--- config.mk ---
export PLATFORM = sky130hd
export DESIGN_NAME = core_scoreboard
export DESIGN_NICKNAME = d
export VERILOG_FILES = /design/src/rtl/core_scoreboard.sv
export SDC_FILE = /design/constraint.sdc
export NUM_CORES = 1
export LEC_CHECK = 0
export CAP_MARGIN = 5
export CORE_MARGIN = 4
export CORE_UTILIZATION = 60
export CTS_BUF_LIST = sky130_fd_sc_hd__clkbuf_2
export DETAILED_ROUTE_END_ITERATION = 16
export DONT_BUFFER_PORTS = 1
export PLACE_DENSITY = 0.83
export SETUP_SLACK_MARGIN = 0.1
export SYNTH_ARGS = -nofsm -noshare
export SYNTH_HDL_FRONTEND = slang
export SYNTH_SLANG_ARGS = --single-unit
--- constraint.sdc ---
create_clock -name i_clk -period 5.8 [get_ports i_clk]
set_input_delay 0.58 -clock i_clk [delete_from_list [all_inputs] [get_ports i_clk]]
set_output_delay 0.58 -clock i_clk [all_outputs]
set_load 0.05 [all_outputs]
--- src/rtl/core_scoreboard.sv ---
// rtl/core_scoreboard.sv - register-hazard scoreboard and issue controller between decode and execute
module core_scoreboard #(
    parameter int MAX_OUTSTANDING = 4
) (
    input  logic        i_clk,
    input  logic        i_rst,
    input  logic        i_issue_valid,
    output logic        o_issue_ready,
    input  logic [4:0]  i_issue_rd_idx,
    input  logic        i_issue_rd_we,
    input  logic [1:0]  i_issue_rd_src,
    input  logic [4:0]  i_issue_rs1_idx,
    input  logic [4:0]  i_issue_rs2_idx,
    input  logic        i_issue_rs1_used,
    input  logic        i_issue_rs2_used,
    input  logic        i_wb_valid,
    input  logic [4:0]  i_wb_rd_idx,
    input  logic        i_flush,
    output logic [31:0] o_pending_mask,
    output logic [4:0]  o_outstanding,
    output logic        o_stall_raw,
    output logic        o_stall_waw,
    output logic        o_stall_csr,
    output logic        o_stall_full,
    output logic [1:0]  o_stall_src,
    output logic        o_wb_err
);

    // rd_src_e encoding of a CSR read result
    localparam logic [1:0] RD_FROM_CSR = 2'd2;
    localparam logic [4:0] MAX_CNT     = 5'(MAX_OUTSTANDING);

    logic [31:0]      pending_q, pending_d;
    logic [31:0][1:0] tags_q, tags_d;
    logic [4:0]       count_q, count_d;
    logic             csr_pending_q, csr_pending_d;
    logic             wb_err_q, wb_err_d;

    logic rs1_hit, rs2_hit;
    logic issue_wr;
    logic raw_cond, waw_cond, csr_cond, full_cond;
    logic issue_ready, stall_show;
    logic issue_fire, wb_hit;

    // Hazard detection and the issue decision, all from pre-writeback state
    always_comb begin
        rs1_hit     = i_issue_rs1_used && (i_issue_rs1_idx != 5'd0) && pending_q[i_issue_rs1_idx];
        rs2_hit     = i_issue_rs2_used && (i_issue_rs2_idx != 5'd0) && pending_q[i_issue_rs2_idx];
        issue_wr    = i_issue_rd_we && (i_issue_rd_idx != 5'd0);
        raw_cond    = rs1_hit || rs2_hit;
        waw_cond    = issue_wr && pending_q[i_issue_rd_idx];
        csr_cond    = csr_pending_q || ((i_issue_rd_src == RD_FROM_CSR) && (count_q != 5'd0));
        full_cond   = issue_wr && (count_q == MAX_CNT);
        issue_ready = !raw_cond && !waw_cond && !csr_cond && !full_cond && !i_flush && !i_rst;
        stall_show  = i_issue_valid && !issue_ready;
        issue_fire  = i_issue_valid && issue_ready && issue_wr;
        wb_hit      = i_wb_valid && (i_wb_rd_idx != 5'd0) && pending_q[i_wb_rd_idx];
    end

    // Stall cause reporting; rs1 wins when both sources are blocked
    always_comb begin
        o_issue_ready = issue_ready;
        o_stall_raw   = stall_show && raw_cond;
        o_stall_waw   = stall_show && waw_cond;
        o_stall_csr   = stall_show && csr_cond;
        o_stall_full  = stall_show && full_cond;
        o_stall_src   = 2'd0;
        if (o_stall_raw) begin
            if (rs1_hit) begin
                o_stall_src = tags_q[i_issue_rs1_idx];
            end else begin
                o_stall_src = tags_q[i_issue_rs2_idx];
            end
        end
    end

    // Next-state: writeback release, then issue allocation, flush overrides both
    always_comb begin
        pending_d     = pending_q;
        tags_d        = tags_q;
        count_d       = count_q;
        csr_pending_d = csr_pending_q;
        wb_err_d      = i_wb_valid && !wb_hit;

        if (wb_hit) begin
            pending_d[i_wb_rd_idx] = 1'b0;
            if (tags_q[i_wb_rd_idx] == RD_FROM_CSR) begin
                csr_pending_d = 1'b0;
            end
        end

        if (issue_fire) begin
            pending_d[i_issue_rd_idx] = 1'b1;
            tags_d[i_issue_rd_idx]    = i_issue_rd_src;
            if (i_issue_rd_src == RD_FROM_CSR) begin
                csr_pending_d = 1'b1;
            end
        end

        case ({issue_fire, wb_hit})
            2'b10:   count_d = count_q + 5'd1;
            2'b01:   count_d = count_q - 5'd1;
            default: count_d = count_q;
        endcase

        if (i_flush) begin
            pending_d     = 32'd0;
            count_d       = 5'd0;
            csr_pending_d = 1'b0;
        end
    end

    // State register with synchronous reset
    always_ff @(posedge i_clk) begin
        if (i_rst) begin
            pending_q     <= 32'd0;
            tags_q        <= '0;
            count_q       <= 5'd0;
            csr_pending_q <= 1'b0;
            wb_err_q      <= 1'b0;
        end else begin
            pending_q     <= pending_d;
            tags_q        <= tags_d;
            count_q       <= count_d;
            csr_pending_q <= csr_pending_d;
            wb_err_q      <= wb_err_d;
        end
    end

    assign o_pending_mask = pending_q;
    assign o_outstanding  = count_q;
    assign o_wb_err       = wb_err_q;

endmodule

==> results.sh <==
export IMPL_ys_warnings_count=0
export IMPL_ctsHoldBuffers=1
export IMPL_drv_slew=0
export IMPL_drive_above_1_share=0.194
export IMPL_clkTransAtPathRegs_ns=0.27
export IMPL_vias=6353
export IMPL_synth_main_ff_cell="dfxtp_1"
export IMPL_final_setup_tns_ns=0
export IMPL_ys_types=59
export IMPL_drtIter0Drc=1010
export IMPL_drc=0
export IMPL_ir_drop_mv=0.0907
export IMPL_cp_data_required_time_ns=5.22
export IMPL_timing_worst_setup_path_type="reg2out"
export IMPL_crit_start="o_pending_mask[27]$_SDFF_PP0_"
export IMPL_wl_mm=23.1
export IMPL_grt_pass1_vias=6061
export IMPL_grt_ovfl_total=0
export IMPL_startpoint_type="flip-flop"
export IMPL_numPortBuffers=0
export IMPL_yosysSeqAreaShare=0.277
export IMPL_ant_nets=0
export IMPL_die_height_um=119
export IMPL_p_leak_nw=3.05
export IMPL_yosys_area_top_type_share=0.277
export IMPL_cts_resized=0
export IMPL_period_minus_slack_ns=4.46
export IMPL_critPathCaptureType="output pin"
export IMPL_final_cell_mix="mux2i_1, dfxtp_1, nand2b_1, mux4_2, nor2_1"
export IMPL_final_common_cell="mux2i_1"
export IMPL_die_area_mm2=0.0142
export IMPL_cts_tree="built"
export IMPL_fin_crit_sh=0.768
export IMPL_path_max_fanout=34
export IMPL_r2r_start="o_outstanding[0]$_SDFFE_PP0P_"
export IMPL_core_region_area_mm2=0.0121
export IMPL_grtUsageTotal=0.325
export IMPL_dp_cells=824
export IMPL_root_buffer="clkbuf_2"
export IMPL_fin_cells=842
export IMPL_clkSinkCount=103
export IMPL_grt_setup_unrepaired="false"
export IMPL_viasPerCell=7.55
export IMPL_ys_seq_elements=103
export IMPL_arrival_ns=3.88
export IMPL_finalSetupViolations=0
export IMPL_die_w_um=119
export IMPL_syn_nets=759
export IMPL_pin_count=75
export IMPL_grt_pass1_wl_mm=35.4
export IMPL_hold_slack_ns=0.0466
export IMPL_synth_edff_count=0
export IMPL_synth_area_leaders="dfxtp_1, mux4_2, mux2i_1"
export IMPL_initial_core_util=0.616
export IMPL_numCtsBuffers=9
export IMPL_clockBufferDepth=2
export IMPL_p_per_area_mw_per_mm2=157
export IMPL_synthCells=726
export IMPL_antenna_found_initial=0
export IMPL_place_hpwl_mm=16.6
export IMPL_finalHoldViolations=0
export IMPL_skew_ns=0.0197
export IMPL_grt_max_degree=67
export IMPL_min_delay_start="i_wb_valid"
export IMPL_syn_avg_cell_area_um2=10.2
export IMPL_wl_per_cell_um=27.4
export IMPL_synth_top_cell_by_area="dfxtp_1"
export IMPL_slew_headroom=0.167
export IMPL_placementRows=40
export IMPL_area_growth_pct=0.791
export IMPL_first_pass_iters=7
export IMPL_maxCapViolations=0
export IMPL_nNetsFinal=702
export IMPL_htree_levels=3
export IMPL_place_congestion=1.01
export IMPL_holdCritPathClass="in2reg"
export IMPL_n_antenna_cell=0
export IMPL_netlist_area_mm2=0.00743
export IMPL_fillCellCount=970
export IMPL_cts_setup_buffers=0
export IMPL_max_clock_freq_mhz=224
export IMPL_worst_skew_pair_late_latency_ns=0.66
export IMPL_synth_async_sr_flop_share=0
export IMPL_tightest_slew_ns=1.25
export IMPL_status="complete, no violations"
[flip-flops by register name, indices dropped and copies added, names as in the netlist]
| name | cells |
|---|---|
| o_outstanding | 5 |
| o_wb_err | 1 |
| tags_q | 64 |
| o_pending_mask | 32 |
| csr_pending_q | 1 |
[worst max-delay path: stages (launching register included)]
cell      delay, ns
dfxtp_1        0.82
mux4_2         0.38
a32oi_1        0.12
a31oi_1        0.38
a32oi_4        0.10
buf_4          0.32
nand2b_1       0.29
a211oi_2       0.79
[area by class of cell]
| cell class | count | area [um2] | area share |
|---|---|---|---|
| Clock buffer | 9 | 45.0 | 0.00601 |
| Clock inverter | 7 | 38.8 | 0.00518 |
| Inverter | 10 | 37.5 | 0.00501 |
| Multi-Input combinational cell | 540 | 5040 | 0.673 |
| Sequential cell | 103 | 2060 | 0.275 |
| Tap cell | 168 | 210 | 0.0281 |
| Timing Repair Buffer | 5 | 60.1 | 0.00801 |
[synth_stat cells, types with 9 or more instances]
cell type	number
buf_2	18
clkbuf_1	47
o22ai_1	11
dfxtp_1	103
nand4_2	28
mux4_2	61
o31ai_1	25
inv_1	10
nand2_1	12
o21ai_0	9
mux2i_1	109
nor2_1	44
nand2b_1	69
a21oi_1	41
[final timing paths]
check                                  endpoint  slack, ns  cells after the start
setup reg to reg  o_outstanding[4]$_SDFFE_PP0P_       1.60                     14
hold reg to reg          tags_q[1]$_SDFFE_PP0P_       0.52                      1
hold / removal              o_wb_err$_SDFF_PP0_       0.05                      1
setup / recovery                 o_stall_src[1]       1.34                      7
[power breakdown]
group | leakage, nW | switching [mW] | internal, mW
Clock | 0.0569 | 0.251 | 0.0531
Sequential | 0.830 | 0.00827 | 0.712
Combinational | 2.16 | 0.0911 | 0.0644
[kinds of logic after synthesis]
group,synth area share
buffers and inverters,0.0470
muxes,0.342
xor gates and xnor gates,0.00589
and+or+nand+nor,0.196
DFF,0.277
AOI/OAI and AO/OA,0.127
adders and majority gates,0.00505
[per-layer routing]
metal | vias up | share of wire | global-route usage
li1 | 2702 | - | -
met1 | 3125 | 0.38 | 0.416
met2 | 441 | 0.45 | 0.501
met3 | 85 | 0.12 | 0.103
met4 | 0 | 0.046 | 0.151
met5 | - | 0 | 0.0110
[per-stage QoR]
| step | power (mW) | area, um2 | worst slack (ns) | utilization |
|---|---|---|---|---|
| 3_3_place_gp | 0.879 | 7370 | 1.75 | 0.611 |
| 3_5_place_dp | 0.882 | 7370 | 1.61 | 0.611 |
| 5_1_grt | 1.22 | 7490 | 1.20 | 0.621 |
| 2_1_floorplan | 0.897 | 7430 | 1.58 | - |
| 6_report | 1.18 | 7490 | 1.34 | 0.621 |
| 4_1_cts | 1.18 | 7470 | 1.35 | 0.619 |
Power figures use the tool's default switching activity.
==> patch: new RTL, same flow settings <==
Make the reset (`i_rst`) asynchronous in one clocked block. Comments in the files are not updated.
--- a/src/rtl/core_scoreboard.sv
+++ b/src/rtl/core_scoreboard.sv
@@ -112,5 +112,5 @@
 
     // State register with synchronous reset
-    always_ff @(posedge i_clk) begin
+    always_ff @(posedge i_clk or posedge i_rst) begin
         if (i_rst) begin
             pending_q     <= 32'd0;
Check against the original RTL: differs if i_rst is asserted again (counterexample within 4 cycles, from zero or initial values and one cycle with i_rst high); with i_rst held inactive, the same outputs for 4 cycles.
==> patch against the unedited design <==
- wire length fell by 6.7%
- power increased by 7.7%
- design area increased by 1.1%
- sequential cell count unchanged
- count of clock-buffer cells in the layout rose by 1
- worst setup slack lost 120 ps
- synthesized area up 0.15%
- sequential share of layout area up 6.5 points
- largest cell class unchanged
- highest routed layer unchanged
==> patch: results (changes against the unedited design) <==
| Metric | Value |
|---|---|
| Data buffer area share | `0.826% (was 0.801%)` |
| R2R setup slack | `1650 ps (was 1600 ps)` |
| Post-Synthesis Net Count | `630 (was 759)` |
| Final WS setup | `1230 ps (was 1340 ps)` |
| Worst reg-to-reg path cell count | `7 (was 14)` |
| Async S/R FF share, synth | `100% (was 0%)` |
| Clk pin slew, worst setup/hold paths | `300 ps (was 270 ps)` |
| Register area share after synthesis | `34.6% (was 27.7%)` |
| Largest net degree at the start of global routing | `70 (was 67)` |
| Plain + repair buffers | `7 (was 5)` |
| Routability Congestion | `0.912 (was 1.01)` |
| GRT Util Overall | `30.8% (was 32.5%)` |
| Main flop type after synthesis | `dfrtp_1 (was dfxtp_1)` |
| FILL cells | `865 (was 970)` |
| Reg-to-reg endpoint | `tags_q[7] (was o_outstanding[4])` |
| Vias post-DR | `5763 (was 6353)` |
| Nets | `586 (was 702)` |
| # clk buffers | `10 (was 9)` |
| Synth area leaders | `dfrtp_1 35%, mux4_2 24%, mux2_2 9.5% (was dfxtp_1 28%, mux4_2 18%, mux2i_1 15%)` |
| Fin area | `7570 um2 (was 7490 um2)` |
| First-pass GRT wire length | `33500 um (was 35400 um)` |
| Post-DP Area | `7400 um2 (was 7370 um2)` |
| Clock-cell share | `1.77% (was 1.12%)` |
| Dpl cells | `707 (was 824)` |
| Syn Area/Cell | `12.5 um2 (was 10.2 um2)` |
| Switching Fraction | `25.8% (was 29.7%)` |
| Status | `complete, no violations (unchanged)` |
| Number of global-route vias before repair | `5694 (was 6061)` |
| Worst VDD drop | `96.3 uV (was 90.7 uV)` |
| DP HPWL | `14700 um (was 16600 um)` |
| Clock Skew | `52.2 ps (was 19.7 ps)` |
| Max_slew headroom | `22.9% (was 16.7%)` |
patch: cell count changes in the layout (fill, tap and decap cells not counted), sizes merged, moves of 9 or more:
cell and change:
dfrtp +103, dfxtp -103, mux2 +66, mux2i -90, mux4 +18, nand2b -61, nand4 -23, nand4b +16
nor2 -22, o21ai +11, o22ai -9, o31ai -11
patch: power by group through the flow:
stage | clock (uW) | combinational [uW] | sequential, uW
after global placement | 0 | 124 | 756
after floorplan | 0 | 155 | 753
after global routing | 422 | 143 | 748
after CTS | 390 | 132 | 746
after detailed placement | 0 | 127 | 758
final | 389 | 135 | 747
patch: timing repair:
action                    4_1_cts  5_1_grt
setup buffers                   0        0
hold buffers                    3        1
hold endpoints to repair       62        6
patch: how the worst max path moves through the flow:
stage                                   from             end  cells after the start
after CTS                  o_pending_mask[6]   o_issue_ready                      5
final                      o_pending_mask[6]   o_issue_ready                      5
after floorplan           i_issue_rs2_idx[0]  o_stall_src[1]                      7
after global routing       o_pending_mask[2]   o_issue_ready                      6
after global placement     o_pending_mask[6]       tags_q[7]                      7
after detailed placement   o_pending_mask[6]       tags_q[5]                      7
patch: cells by family (layout without fill, tap and decap cells):
logic type               after synthesis  count (layout)  synth area share [%]
AO/OA/AOI/OAI                        121             121                  10.9
flip-flops                           103             103                  34.6
multiplexers                         171             171                  37.7
XOR/XNOR                               1               1                 0.118
adder cells (fa/ha/maj)                2               2                 0.336
buffers and inverters                 67              28                  4.02
AND/OR/NAND/NOR                      133             133                  12.3
patch: per-layer routing:
layer	wire, um	global-route usage (%)	part of all wire [%]
met1	7570	38.9	35
met2	10200	49.3	47
met3	2860	9.45	13
met4	909	13.4	4.2
met5	0	0	0
patch: critical path, cell delays in order, from the launching register on:
cell and delay, ps:
dfrtp_1 700, mux4_2 560, o221a_2 300, o311a_4 370, or3b_1 540, a21oi_1 880
